===== src/rtl/alu_arbiter_if.sv =====
// Request/response bundle between two ALU requesters, one consumer and alu_arbiter.
interface alu_arbiter_if #(
    parameter int VAR_WIDTH = 32,
    parameter int OP_WIDTH  = 4
);
    logic                 req0_valid;
    logic                 req0_ready;
    logic [OP_WIDTH-1:0]  req0_opcode;
    logic [VAR_WIDTH-1:0] req0_a;
    logic [VAR_WIDTH-1:0] req0_b;

    logic                 req1_valid;
    logic                 req1_ready;
    logic [OP_WIDTH-1:0]  req1_opcode;
    logic [VAR_WIDTH-1:0] req1_a;
    logic [VAR_WIDTH-1:0] req1_b;

    logic                 rsp_valid;
    logic                 rsp_ready;
    logic                 rsp_id;
    logic [VAR_WIDTH-1:0] rsp_data;

    logic                 busy;

    modport master (
        output req0_valid, req0_opcode, req0_a, req0_b,
        output req1_valid, req1_opcode, req1_a, req1_b,
        output rsp_ready,
        input  req0_ready, req1_ready, rsp_valid, rsp_id, rsp_data, busy
    );

    modport slave (
        input  req0_valid, req0_opcode, req0_a, req0_b,
        input  req1_valid, req1_opcode, req1_a, req1_b,
        input  rsp_ready,
        output req0_ready, req1_ready, rsp_valid, rsp_id, rsp_data, busy
    );
endinterface


===== src/rtl/alu_arbiter.sv =====
// Combinational ALU shared round-robin between two requesters, with registered
// operands and a registered result.
//
// Opcode encoding: 0 ADD, 1 SUB, 2 AND, 3 OR, 4 XOR, 5 SLL, 6 SRL, 7 SRA,
// 8 SLT, 9 SLTU; every other code yields 0.

module alu #(
    parameter int VAR_WIDTH = 32,
    parameter int OP_WIDTH  = 4
) (
    input  logic [OP_WIDTH-1:0]  opcode,
    input  logic [VAR_WIDTH-1:0] a,
    input  logic [VAR_WIDTH-1:0] b,
    output logic [VAR_WIDTH-1:0] out
);
    localparam int SHW = $clog2(VAR_WIDTH);

    localparam logic [OP_WIDTH-1:0] ALUADD  = OP_WIDTH'(0);
    localparam logic [OP_WIDTH-1:0] ALUSUB  = OP_WIDTH'(1);
    localparam logic [OP_WIDTH-1:0] ALUAND  = OP_WIDTH'(2);
    localparam logic [OP_WIDTH-1:0] ALUOR   = OP_WIDTH'(3);
    localparam logic [OP_WIDTH-1:0] ALUXOR  = OP_WIDTH'(4);
    localparam logic [OP_WIDTH-1:0] ALUSLL  = OP_WIDTH'(5);
    localparam logic [OP_WIDTH-1:0] ALUSRL  = OP_WIDTH'(6);
    localparam logic [OP_WIDTH-1:0] ALUSRA  = OP_WIDTH'(7);
    localparam logic [OP_WIDTH-1:0] ALUSLT  = OP_WIDTH'(8);
    localparam logic [OP_WIDTH-1:0] ALUSLTU = OP_WIDTH'(9);

    // result select; undefined opcodes fall through to zero
    always_comb begin
        out = '0;
        case (opcode)
            ALUADD:  out = a + b;
            ALUSUB:  out = a - b;
            ALUAND:  out = a & b;
            ALUOR:   out = a | b;
            ALUXOR:  out = a ^ b;
            ALUSLL:  out = a << b[SHW-1:0];
            ALUSRL:  out = a >> b[SHW-1:0];
            ALUSRA:  out = $signed(a) >>> b[SHW-1:0];
            ALUSLT:  out = {{(VAR_WIDTH-1){1'b0}}, ($signed(a) < $signed(b))};
            ALUSLTU: out = {{(VAR_WIDTH-1){1'b0}}, (a < b)};
            default: out = '0;
        endcase
    end
endmodule

// state | meaning
// IDLE  | waiting for a request; grant offered to one requester
// EXEC  | ALU evaluates the captured operands; result registered at end
// RESP  | result held on rsp_* until the consumer takes it
module alu_arbiter #(
    parameter int VAR_WIDTH = 32,
    parameter int OP_WIDTH  = 4
) (
    input  logic         clk,
    input  logic         rst,
    alu_arbiter_if.slave bus
);
    localparam logic [OP_WIDTH-1:0]  OP_SLL     = OP_WIDTH'(5);
    localparam logic [OP_WIDTH-1:0]  OP_SRL     = OP_WIDTH'(6);
    localparam logic [OP_WIDTH-1:0]  OP_SRA     = OP_WIDTH'(7);
    localparam logic [VAR_WIDTH-1:0] SHAMT_MASK = VAR_WIDTH'(VAR_WIDTH - 1);

    typedef enum logic [1:0] {IDLE, EXEC, RESP} state_t;

    state_t               state_q, state_d;
    logic                 rr_ptr_q, rr_ptr_d;
    logic [OP_WIDTH-1:0]  op_q, op_d;
    logic [VAR_WIDTH-1:0] a_q, a_d;
    logic [VAR_WIDTH-1:0] b_q, b_d;
    logic                 id_q, id_d;
    logic                 rsp_valid_q, rsp_valid_d;
    logic                 rsp_id_q, rsp_id_d;
    logic [VAR_WIDTH-1:0] rsp_data_q, rsp_data_d;

    logic                 gnt_vld;
    logic                 gnt_id;
    logic [OP_WIDTH-1:0]  sel_op;
    logic [VAR_WIDTH-1:0] sel_a;
    logic [VAR_WIDTH-1:0] sel_b;
    logic [VAR_WIDTH-1:0] alu_out;

    alu #(
        .VAR_WIDTH(VAR_WIDTH),
        .OP_WIDTH (OP_WIDTH)
    ) u_alu (
        .opcode(op_q),
        .a     (a_q),
        .b     (b_q),
        .out   (alu_out)
    );

    // round-robin grant: the pointed-to requester first, else the other one
    always_comb begin
        gnt_vld = 1'b0;
        gnt_id  = rr_ptr_q;
        if (rr_ptr_q ? bus.req1_valid : bus.req0_valid) begin
            gnt_vld = 1'b1;
            gnt_id  = rr_ptr_q;
        end else if (rr_ptr_q ? bus.req0_valid : bus.req1_valid) begin
            gnt_vld = 1'b1;
            gnt_id  = ~rr_ptr_q;
        end
        sel_op = gnt_id ? bus.req1_opcode : bus.req0_opcode;
        sel_a  = gnt_id ? bus.req1_a      : bus.req0_a;
        sel_b  = gnt_id ? bus.req1_b      : bus.req0_b;
    end

    // ready is only ever offered to the granted requester, and never in reset
    assign bus.req0_ready = !rst && (state_q == IDLE) && gnt_vld && !gnt_id;
    assign bus.req1_ready = !rst && (state_q == IDLE) && gnt_vld &&  gnt_id;
    assign bus.rsp_valid  = rsp_valid_q;
    assign bus.rsp_id     = rsp_id_q;
    assign bus.rsp_data   = rsp_data_q;
    assign bus.busy       = (state_q != IDLE);

    // next-state and datapath capture
    always_comb begin
        state_d     = state_q;
        rr_ptr_d    = rr_ptr_q;
        op_d        = op_q;
        a_d         = a_q;
        b_d         = b_q;
        id_d        = id_q;
        rsp_valid_d = rsp_valid_q;
        rsp_id_d    = rsp_id_q;
        rsp_data_d  = rsp_data_q;
        case (state_q)
            IDLE: begin
                if (gnt_vld) begin
                    op_d    = sel_op;
                    a_d     = sel_a;
                    // shifts only ever see a legal shift amount
                    b_d     = (sel_op == OP_SLL || sel_op == OP_SRL || sel_op == OP_SRA)
                              ? (sel_b & SHAMT_MASK) : sel_b;
                    id_d    = gnt_id;
                    state_d = EXEC;
                end
            end
            EXEC: begin
                rsp_data_d  = alu_out;
                rsp_id_d    = id_q;
                rsp_valid_d = 1'b1;
                state_d     = RESP;
            end
            RESP: begin
                if (bus.rsp_ready) begin
                    rsp_valid_d = 1'b0;
                    rr_ptr_d    = ~rsp_id_q;
                    state_d     = IDLE;
                end
            end
            default: state_d = IDLE;
        endcase
    end

    // state register; reset drops any in-flight operation
    always_ff @(posedge clk) begin
        if (rst) begin
            state_q     <= IDLE;
            rr_ptr_q    <= 1'b0;
            op_q        <= '0;
            a_q         <= '0;
            b_q         <= '0;
            id_q        <= 1'b0;
            rsp_valid_q <= 1'b0;
            rsp_id_q    <= 1'b0;
            rsp_data_q  <= '0;
        end else begin
            state_q     <= state_d;
            rr_ptr_q    <= rr_ptr_d;
            op_q        <= op_d;
            a_q         <= a_d;
            b_q         <= b_d;
            id_q        <= id_d;
            rsp_valid_q <= rsp_valid_d;
            rsp_id_q    <= rsp_id_d;
            rsp_data_q  <= rsp_data_d;
        end
    end
endmodule


===== src/flat_wrapper.sv =====
// flat-port wrapper written by rule: the top's interface ports become plain ports
module alu_arbiter_flat 
#(
    parameter int VAR_WIDTH = 32,
    parameter int OP_WIDTH  = 4
)
  (clk, rst, bus_req0_valid, bus_req0_opcode, bus_req0_a, bus_req0_b, bus_req1_valid, bus_req1_opcode, bus_req1_a, bus_req1_b, bus_rsp_ready, bus_req0_ready, bus_req1_ready, bus_rsp_valid, bus_rsp_id, bus_rsp_data, bus_busy);
  alu_arbiter_if #(.VAR_WIDTH(VAR_WIDTH), .OP_WIDTH(OP_WIDTH)) bus_i ();
  input  logic clk;
  input  logic rst;
  input wire logic [$bits(bus_i.req0_valid)-1:0] bus_req0_valid;
  input wire logic [$bits(bus_i.req0_opcode)-1:0] bus_req0_opcode;
  input wire logic [$bits(bus_i.req0_a)-1:0] bus_req0_a;
  input wire logic [$bits(bus_i.req0_b)-1:0] bus_req0_b;
  input wire logic [$bits(bus_i.req1_valid)-1:0] bus_req1_valid;
  input wire logic [$bits(bus_i.req1_opcode)-1:0] bus_req1_opcode;
  input wire logic [$bits(bus_i.req1_a)-1:0] bus_req1_a;
  input wire logic [$bits(bus_i.req1_b)-1:0] bus_req1_b;
  input wire logic [$bits(bus_i.rsp_ready)-1:0] bus_rsp_ready;
  output wire logic [$bits(bus_i.req0_ready)-1:0] bus_req0_ready;
  output wire logic [$bits(bus_i.req1_ready)-1:0] bus_req1_ready;
  output wire logic [$bits(bus_i.rsp_valid)-1:0] bus_rsp_valid;
  output wire logic [$bits(bus_i.rsp_id)-1:0] bus_rsp_id;
  output wire logic [$bits(bus_i.rsp_data)-1:0] bus_rsp_data;
  output wire logic [$bits(bus_i.busy)-1:0] bus_busy;
  assign bus_i.req0_valid = bus_req0_valid;
  assign bus_i.req0_opcode = bus_req0_opcode;
  assign bus_i.req0_a = bus_req0_a;
  assign bus_i.req0_b = bus_req0_b;
  assign bus_i.req1_valid = bus_req1_valid;
  assign bus_i.req1_opcode = bus_req1_opcode;
  assign bus_i.req1_a = bus_req1_a;
  assign bus_i.req1_b = bus_req1_b;
  assign bus_i.rsp_ready = bus_rsp_ready;
  assign bus_req0_ready = bus_i.req0_ready;
  assign bus_req1_ready = bus_i.req1_ready;
  assign bus_rsp_valid = bus_i.rsp_valid;
  assign bus_rsp_id = bus_i.rsp_id;
  assign bus_rsp_data = bus_i.rsp_data;
  assign bus_busy = bus_i.busy;
  alu_arbiter #(.VAR_WIDTH(VAR_WIDTH), .OP_WIDTH(OP_WIDTH)) u_core (.clk(clk), .rst(rst), .bus(bus_i));
endmodule

===== config.mk =====
export PLATFORM = sky130hd
export DESIGN_NAME = alu_arbiter_flat
export DESIGN_NICKNAME = d
export VERILOG_FILES = /design/src/rtl/alu_arbiter_if.sv /design/src/rtl/alu_arbiter.sv /design/src/flat_wrapper.sv
export SDC_FILE = /design/constraint.sdc
export NUM_CORES = 1
export LEC_CHECK = 0
export ABC_AREA = 1
export CORE_MARGIN = 8
export CORE_UTILIZATION = 58
export CTS_BUF_LIST = sky130_fd_sc_hd__clkbuf_8 sky130_fd_sc_hd__clkbuf_16
export DETAILED_ROUTE_END_ITERATION = 10
export PLACE_DENSITY = 0.88
export SLEW_MARGIN = 0
export SYNTH_ARGS = -nofsm -noshare
export SYNTH_HDL_FRONTEND = slang
export SYNTH_SLANG_ARGS = --single-unit

===== constraint.sdc =====
create_clock -name clk -period 2.9 [get_ports clk]
set_clock_uncertainty 0.05 [all_clocks]
set_input_delay 0.435 -clock clk [delete_from_list [all_inputs] [get_ports clk]]
set_output_delay 0.435 -clock clk [all_outputs]
set_load 0.02 [all_outputs]

# After elaboration in Yosys (flattened, before gate mapping)
# Index checks and enable logic that the tools add are counted.
[totals]
inputBits = 141
wordCells = 69
reg_bits = 106
out_inout_bits = 37
[op_classes]
n_eq_ne = 16
muxes = 16
bitwise_logic = 5
magnitude_cmp = 2
n_addsub = 2
shifts = 3
reduce_logical = 16
[op_table]
columns = ["operator", "count"]
rows = [
  ["$pmux 32 s10", 1],
  ["$mux 32", 3],
  ["$lt 32x32->1", 2],
  ["$add 32x32->32", 1],
  ["$and 32x32->32", 1],
  ["$or 32x32->32", 1],
  ["$shl 32x5->32", 1],
  ["$shr 32x5->32", 1],
  ["$sshr 32x5->32", 1],
  ["$sub 32x32->32", 1],
  ["$xor 32x32->32", 1],
  ["$eq 4x3->1 const B", 7],
  ["$eq 4x2->1 const B", 2],
  ["$eq 4x4->1 const B", 2],
  ["$reduce_and 2->1", 4],
  ["$mux 1", 7],
  ["$pmux 2 s3", 1],
  ["$eq 4x1->1 const B", 1],
  ["$logic_and 1x1->1", 4],
  ["$logic_not 4->1", 1],
  ["$mux 2", 2],
  ["$mux 4", 1],
  ["$reduce_bool 2->1", 2],
  ["$eq 2x1->1 const B", 1],
  ["8 further kinds", 11],
]

# Depth between registers and ports, before layout
# Gate-level depths: netlist of the first run.
[logic_depth]
depth_word = 8
ltp_mapped = 20
ltp_nobuf = 18

# Cells and area by module
# A second synthesis of the first run with hierarchy kept.
[unflattened]
hier_cells = 2677
hier_area_um2 = 14631.5
[by_module_without_submodules]
columns = ["module", "n_inst", "seq_area_each_um2", "area_each_um2", "cells_each"]
rows = [
  ["alu", 1, 0.0, 10332.4, 2070],
  ["alu_arbiter", 1, 2122.0, 4299.1, 607],
]

# Least setup slack after synthesis of the first run
# Ideal clock, no wire load.
[synth_timing]
kind = "register to register"
start = "register u_core.b_q[3]"
end = "register u_core.rsp_data_q[0] (netlist: u_core.bus.rsp_data[0])"
arrival_ps = 2325
setup_time_ps = 132
path_buffers = 2
stages_incl_launch_ff = 21
setup_slack_ps = 393
cell_sequence = "dfxtp_1 -> inv_1 -> buf_2 -> buf_1 -> ha_1 -> inv_1 -> nand2_1 -> nand2_1 -> inv_1 -> nand2_1 -> nand2_1 -> nand2_1 -> nand2_1 -> nand2_1 -> nand2_1 -> nand2_1 -> nor2_1 -> nor2_1 -> nand2_1 -> nand2_1 -> a21oi_1"
[synth_between]
elab_chain_cells = 2
[synth_lines]
columns = ["item", "line_no", "text"]
rows = [
  ["from (decl)", "alu_arbiter.sv:71", "logic [VAR_WIDTH-1:0] b_q, b_d;"],
  ["from (signal assigned)", "alu_arbiter.sv:165", "b_q <= '0;"],
  ["from (signal assigned)", "alu_arbiter.sv:175", "b_q <= b_d;"],
  ["$lt 32x32->1, or another cell as far along", "alu_arbiter.sv:42", "ALUSLTU: out = {{(VAR_WIDTH-1){1'b0}}, (a < b)};"],
  ["$pmux 32 s10 (*)", "alu_arbiter.sv:32", "case (opcode)"],
  ["to (signal assigned)", "alu_arbiter.sv:179", "rsp_data_q <= rsp_data_d;"],
  ["to (decl)", "alu_arbiter.sv:75", "logic [VAR_WIDTH-1:0] rsp_data_q, rsp_data_d;"],
]
# Mark *: on every way between the ends. The rest lies on a longest branch, timed or not.
# A chain may end at the register's enable or synchronous reset.

# Worst setup path in the final report of the first run
[layout_timing]
start = "register u_core.a_q[25]"
end = "register u_core.rsp_data_q[0] (netlist: u_core.bus.rsp_data[0])"
[layout_between]
elab_chain_cells = 2
[layout_lines]
columns = ["item", "line_no", "text"]
rows = [
  ["from (decl)", "alu_arbiter.sv:70", "logic [VAR_WIDTH-1:0] a_q, a_d;"],
  ["from (signal assigned)", "alu_arbiter.sv:164", "a_q <= '0;"],
  ["from (signal assigned)", "alu_arbiter.sv:174", "a_q <= a_d;"],
  ["$lt 32x32->1, or another cell as far along", "alu_arbiter.sv:42", ""],
  ["$pmux 32 s10 (*)", "alu_arbiter.sv:32", ""],
]
# Marks and branches as above.

==> impl_metrics.py, run 1 <==
metrics = {
    "worst_setup_path": {
        "critPathLaunchType": "register",
        "crit_family": "compound AO/OA/AOI/OAI gates",
        "arrival_ns": 3.04,
        "crit_path_frequent_cell": "nand2_1",
        "path_class": "register to register",
        "cp_cell_sequence": "inv_1, ha_1, inv_1, a21oi_1, o21bai_1, nand2_1, nand2_1, a21oi_1, nand2_1, nor2_1, nor2_1, nand2_1, nand2_1, a21oi_1",
        "cp-end-kind": "register",
        "crit_buf_inv": 2,
        "slowest_stage": "ha_1",
        "crit_fanout": 8,
        "critPathMaxStageDelay_ns": 0.56,
        "required_ns": 3.16,
    },
    "yosys": {
        "synthesis.area_sq_um": 14200,
        "ys_types": 52,
        "synth-edff-count": 0,
        "synthFlopType": "dfxtp_1",
        "yosysTopAreaCellShare_pct": 23.0,
        "yosys.area.top_type": "nand2_1",
        "synth_seq_area_share_pct": 14.9,
        "post-synth-top-count-cell": "nand2_1",
        "yosys-top-cells-area": "nand2_1 23%, dfxtp_1 15%, nand3_1 14%, inv_1 8.9%, ha_1 8.6%",
        "postSynthNetCount": 2830,
        "synth_common_cells": "874 x nand2_1, 409 x nand3_1, 336 x inv_1",
        "syn_inst": 2589,
        "yosysWarnings": 0,
        "syn_avg_cell_area_sq_um": 5.50,
        "synthArstFlopShare_pct": 0,
        "ys_seq_elements": 106,
    },
    "detailed_routing": {
        "drc": 0,
        "drt-total-wl_microns": 65400,
        "vias": 19100,
        "post_drt_wl_per_cell_microns": 21.6,
        "drt_iter0_markers": 3068,
        "ant_nets": 0,
        "viasPerCell": 6.30,
        "dr.pass1.iters": 8,
    },
    "floorplanning": {
        "core_area_sq_um": 24200,
        "ios": 178,
        "initial_core_util_pct": 58.9,
        "die_x_microns": 173,
        "row_count": 57,
        "die_y_microns": 173,
        "die-area_sq_um": 29800,
    },
    "final_layout": {
        "fill_cells": 2261,
        "nets": 2944,
        "drive_gt1_share_pct": 5.21,
        "syn2layout_area_growth_pct": 16.5,
    },
    "clock_tree": {
        "post-cts-setup-buffer-count": 0,
        "cts_tree": "built",
        "cts_made_buffers": 9,
        "cts_buffer_depth": 2,
        "clock-sinks": 106,
        "htreeDepth": 3,
        "hold_buffers": 0,
        "clock_latency_ns": 0.37,
        "clk_pin_slew_ns": 0.09,
        "clock-root-buffer": "clkbuf_16",
        "post_cts_resized": 0,
    },
    "power_and_ir_drop": {
        "internal_power_mw": 3.71,
        "seq_power_share_pct": 22.3,
        "p_sw_mw": 4.13,
        "leakage_nw": 8.03,
        "pwr_density_cell_nw_per_um2": 473,
        "combPwrFrac_pct": 61.0,
        "ir_worst_vdd_mv": 0.369,
        "power_frac_clock_pct": 16.7,
        "swShare_pct": 52.7,
    },
    "timing": {
        "fmax_ghz": 0.360,
        "rsz0062_at_grt": "false",
        "timing.final.crit_period_ns": 2.78,
        "drv_slew": 0,
        "slew_headroom_pct": 49.5,
        "min_period_over_period_pct": 95.8,
        "fin_tns_setup_ns": 0,
        "setup_viol": 0,
        "hold_viol": 0,
        "hold_ws_ns": 0.416,
        "worst_pin_slew_ns": 0.751,
    },
    "global_route": {
        "grt_max_degree": 77,
        "grt_pass1_vias": 17500,
        "antenna_found_initial": 1,
        "grt.overflow.total": 0,
        "grt_pass1_wl_microns": 98300,
        "grt_usage_pct": 41.6,
    },
    "placement": {
        "io_buffer_count": 177,
        "place_congestion": 1.14,
        "place_hpwl_microns": 52100,
    },
    "run_status": {
        "outcome": "completed",
    },
    "hold_path": {
        "min_path_type": "register to register",
    },
    "run": {
        "cap_viol_max_count": 0,
    },
}
==> placed cells by master, fill, tap and decap left out, drive strengths merged, types with 8 or more instances in the layout <==
master / n
o2111ai: 8
nand4: 26
o21ai: 59
clkinv: 9
a22o: 27
o21bai: 12
buf: 55
inv: 352
ha: 98
and2: 11
nor2: 183
clkbuf: 9
nand2: 884
clkdlybuf4s50: 177
nand3: 413
dfxtp: 106
nor3: 19
a21oi: 118
o211ai: 60
o22ai: 47
==> layout make-up <==
type                            instances  area (sq um)  share of cell area, %
Timing Repair Buffer                  232          2270                   13.7
Clock inverter                          7          82.6                  0.498
Tap cell                              324           405                   2.44
Antenna cell                            1          2.50                 0.0151
Clock buffer                            9           225                   1.36
Sequential cell                       106          2130                   12.8
Inverter                              355          1340                   8.06
Multi-Input combinational cell       1999         10100                   61.1
==> metal layers <==
layer / up-vias / GRT usage, % / wire length, microns
li1: 8626 / - / -
met1: 8558 / 49.6 / 23300
met2: 1574 / 64.1 / 27500
met3: 343 / 15.1 / 10200
met4: 2 / 22.9 / 4370
met5: - / 0 / 17
==> power groups by stage <==
stage               registers (mW)  logic (mW)  clock network [mW]
CTS                           1.74        4.51                1.30
global route                  1.76        5.10                1.36
detailed placement            1.77        4.49                   0
floorplan                     1.78        2.90                   0
finish                        1.75        4.78                1.31
global placement              1.76        4.43                   0
==> flip-flops by register name (all words and copies together) (netlist names) <==
register / cells
u_core.a_q: 32
u_core.b_q: 32
u_core.bus.rsp_data: 32
u_core.bus.rsp_id: 1
u_core.bus.rsp_valid: 1
u_core.id_q: 1
u_core.op_q: 4
u_core.rr_ptr_q: 1
u_core.state_q: 2
==> stage by stage <==
stage | worst slack (ns) | utilization, % | instance area, sq um | power, mW | instances
after CTS | 0.170 | 68.4 | 16500 | 7.54 | 3032
after global placement | 0.175 | 67.2 | 16200 | 6.19 | 3016
final | 0.122 | 68.6 | 16600 | 7.84 | 3033
after global routing | 0.00564 | 68.6 | 16600 | 8.23 | 3032
after detailed placement | 0.187 | 67.2 | 16200 | 6.26 | 3016
after floorplan | 0.393 | - | 14200 | 4.68 | 2589
==> cells by family after synthesis <==
group | synth area share [%]
flops | 14.9
simple gates | 46.4
mux | 0.211
buf+inv | 14.3
fa+ha+maj | 8.90
compound gates | 15.3
==> worst paths after layout <==
path	startpoint	to	slack, ns	cells after the start
hold / removal	u_core.bus.rsp_data[16]$_SDFFE_PP0P_	u_core.bus.rsp_data[16]$_SDFFE_PP0P_	0.42	2
hold reg to reg	u_core.bus.rsp_data[16]$_SDFFE_PP0P_	u_core.bus.rsp_data[16]$_SDFFE_PP0P_	0.42	2
setup reg to reg	u_core.a_q[25]$_SDFFE_PP0P_	u_core.bus.rsp_data[0]$_SDFFE_PP0P_	0.12	14
setup / recovery	u_core.a_q[25]$_SDFFE_PP0P_	u_core.bus.rsp_data[0]$_SDFFE_PP0P_	0.12	14
==> worst reg2reg max path, stage by stage, from the launching register on <==
cell,delay [ns]
dfxtp_1,0.48
inv_1,0.11
ha_1,0.56
inv_1,0.23
a21oi_1,0.34
o21bai_1,0.15
nand2_1,0.08
nand2_1,0.05
a21oi_1,0.16
nand2_1,0.10
nor2_1,0.10
nor2_1,0.06
nand2_1,0.08
nand2_1,0.06
a21oi_1,0.12
Power figures use the tool's default switching activity.
==> run 2, diff against run 1 <==
- PLACE_DENSITY: 0.88 -> default
- PLACE_DENSITY_LB_ADDON: default -> 0.12
==> impl_metrics.py, run 2 (synthesis gave the netlist of run 1 again) <==
metrics = {
    "run_status": {
        "outcome": "finished, violations left",
        "violations": "design-rule violations",
    },
    "power_and_ir_drop": {
        "seq_power_share_pct": 21.4,
        "power_frac_clock_pct": 16.6,
        "combPwrFrac_pct": 61.9,
        "p_total_mw": 8.09,
        "leakage_nw": 8.13,
        "ir_worst_vdd_mv": 0.372,
        "internal_power_mw": 3.78,
        "swShare_pct": 53.3,
        "pwr_density_cell_nw_per_um2": 484,
        "p_sw_mw": 4.32,
    },
    "worst_setup_path": {
        "crit_path_frequent_cell": "nand3_1",
        "crit_fanout": 7,
        "startpoint": "u_core.b_q[3]$_SDFFE_PP0P_",
        "endpoint": "u_core.bus.rsp_data[17]$_SDFFE_PP0P_",
        "timing.rr.start": "u_core.b_q[3]$_SDFFE_PP0P_",
        "cp_cell_sequence": "inv_1, ha_1, nor2_1, nand3_1, nand3_1, nand2_1, nand2_1, nand3_1, nand3_1, nand3_1, nand3_1, nand2_1, a21oi_1",
        "arrival_ns": 3.13,
        "r2r_end": "u_core.bus.rsp_data[17]$_SDFFE_PP0P_",
        "required_ns": 3.15,
        "critPathMaxStageDelay_ns": 0.43,
        "path_class": "register to register",
        "rr_worst_depth": 13,
        "critPathLaunchType": "register",
        "rrSetupSlack_ns": 0.02,
        "slowest_stage": "ha_1",
        "cp-end-kind": "register",
    },
    "detailed_routing": {
        "viasPerCell": 6.41,
        "drc": 2,
        "drt_iter0_markers": 3853,
        "drt-total-wl_microns": 69700,
        "post_drt_wl_per_cell_microns": 22.9,
        "ant_nets": 0,
        "dr.pass1.iters": 11,
        "vias": 19500,
    },
    "global_route": {
        "grt.overflow.total": 0,
        "grt_pass1_wl_microns": 104000,
        "antenna_found_initial": 1,
        "grt_max_degree": 76,
        "grt_usage_pct": 44.1,
        "grt_pass1_vias": 18000,
    },
    "timing": {
        "rsz0062_at_grt": "false",
        "slew_headroom_pct": 38.9,
        "worst_pin_slew_ns": 0.916,
        "setup_viol": 0,
        "hold_viol": 0,
        "hold_ws_ns": 0.417,
        "timing.final.crit_period_ns": 2.88,
        "fmax_ghz": 0.348,
        "drv_slew": 0,
        "min_period_over_period_pct": 99.2,
    },
    "floorplanning": {
        "die_y_microns": 173,
        "row_count": 57,
        "die_x_microns": 173,
        "die-area_sq_um": 29800,
        "initial_core_util_pct": 58.9,
        "core_area_sq_um": 24200,
        "ios": 178,
    },
    "final_layout": {
        "layout_common_cells": "872 x nand2_1, 408 x nand3_1, 336 x inv_1, 177 x clkdlybuf4s50_1, 163 x nor2_1",
        "area.sequential_sq_um": 2130,
        "fin_util_pct": 69.2,
        "multi_input_area_sq_um": 10200,
        "layout_commonest_cell": "nand2_1",
        "nets": 2961,
        "n_antenna_cell": 0,
        "syn2layout_area_growth_pct": 17.5,
        "postLayoutCellArea_sq_um": 16700,
        "drive_gt1_share_pct": 5.91,
        "fill_cells": 2248,
    },
    "placement": {
        "place_congestion": 1.21,
        "place_hpwl_microns": 54900,
        "dpl_cell_area_sq_um": 16400,
        "io_buffer_count": 177,
    },
    "clock_tree": {
        "hold_buffers": 0,
        "clock_latency_ns": 0.39,
        "cts_tree": "built",
        "cts_made_buffers": 9,
        "cts_buffer_depth": 2,
        "clock-sinks": 106,
        "htreeDepth": 3,
        "clock-root-buffer": "clkbuf_16",
        "clk_pin_slew_ns": 0.11,
    },
    "run": {
        "cap_viol_max_count": 0,
    },
    "hold_path": {
        "min_path_type": "register to register",
    },
}
## run 2: worst min path at each step
stage	startpoint	to	slack [ns]	cells after the start
2_1_floorplan	u_core.id_q$_SDFFE_PP0P_	u_core.bus.rsp_id$_SDFFE_PP0P_	0.39	2
3_3_place_gp	u_core.bus.rsp_valid$_SDFFE_PP0P_	u_core.bus.rsp_valid$_SDFFE_PP0P_	0.40	2
3_5_place_dp	u_core.bus.rsp_data[16]$_SDFFE_PP0P_	u_core.bus.rsp_data[16]$_SDFFE_PP0P_	0.41	2
4_1_cts	u_core.bus.rsp_data[16]$_SDFFE_PP0P_	u_core.bus.rsp_data[16]$_SDFFE_PP0P_	0.42	2
5_1_grt	u_core.bus.rsp_data[12]$_SDFFE_PP0P_	u_core.bus.rsp_data[12]$_SDFFE_PP0P_	0.45	2
6_report	u_core.bus.rsp_data[4]$_SDFFE_PP0P_	u_core.bus.rsp_data[4]$_SDFFE_PP0P_	0.42	2
## run 2: critical path, delay by kind of cell (launching register included)
family | cells | cell delay, ns
AOI/OAI and AO/OA | 1 | 0.12
adders and majority gates | 1 | 0.43
buffers and inverters | 1 | 0.15
DFF | 1 | 0.39
and+or+nand+nor | 10 | 1.63
## run 2: what timing repair did
action,CTS,global route
endpoints found under the setup margin,3,9
setup buffers,0,0
resized for setup,1,18
## run 2: per-stage QoR
stage          cells  TNS, ns  setup WS [ns]
4_1_cts         3049        0         0.0456
3_5_place_dp    3033   -0.128        -0.0651
6_report        3049        0         0.0228
2_1_floorplan   2589        0          0.393
3_3_place_gp    3033  -0.0309        -0.0309
5_1_grt         3049        0        0.00970
## run 2: area by class of cell
| class | instances | area share [%] |
|---|---|---|
| multi-input cells | 1999 | 60.7 |
| inverters | 355 | 7.99 |
| well taps | 324 | 2.42 |
| flip-flops and latches | 106 | 12.7 |
| clock buffers | 9 | 1.35 |
| clock inverters | 7 | 0.366 |
| repair buffers | 249 | 14.5 |
## run 2: layer usage
metal,up-vias,routed length (microns),track usage [%]
met4,2,5550,28.9
met1,8660,24300,52.4
li1,8654,-,-
met3,422,11700,17.7
met2,1791,28200,65.0
met5,-,13,0
## run 2: power groups by stage
stage                     Clock, mW  Combinational [mW]  Sequential [mW]
after floorplan                   0                2.90             1.78
after global placement            0                4.60             1.75
after detailed placement          0                4.64             1.76
after CTS                      1.31                4.66             1.73
after global routing           1.37                5.30             1.75
final                          1.35                5.01             1.74
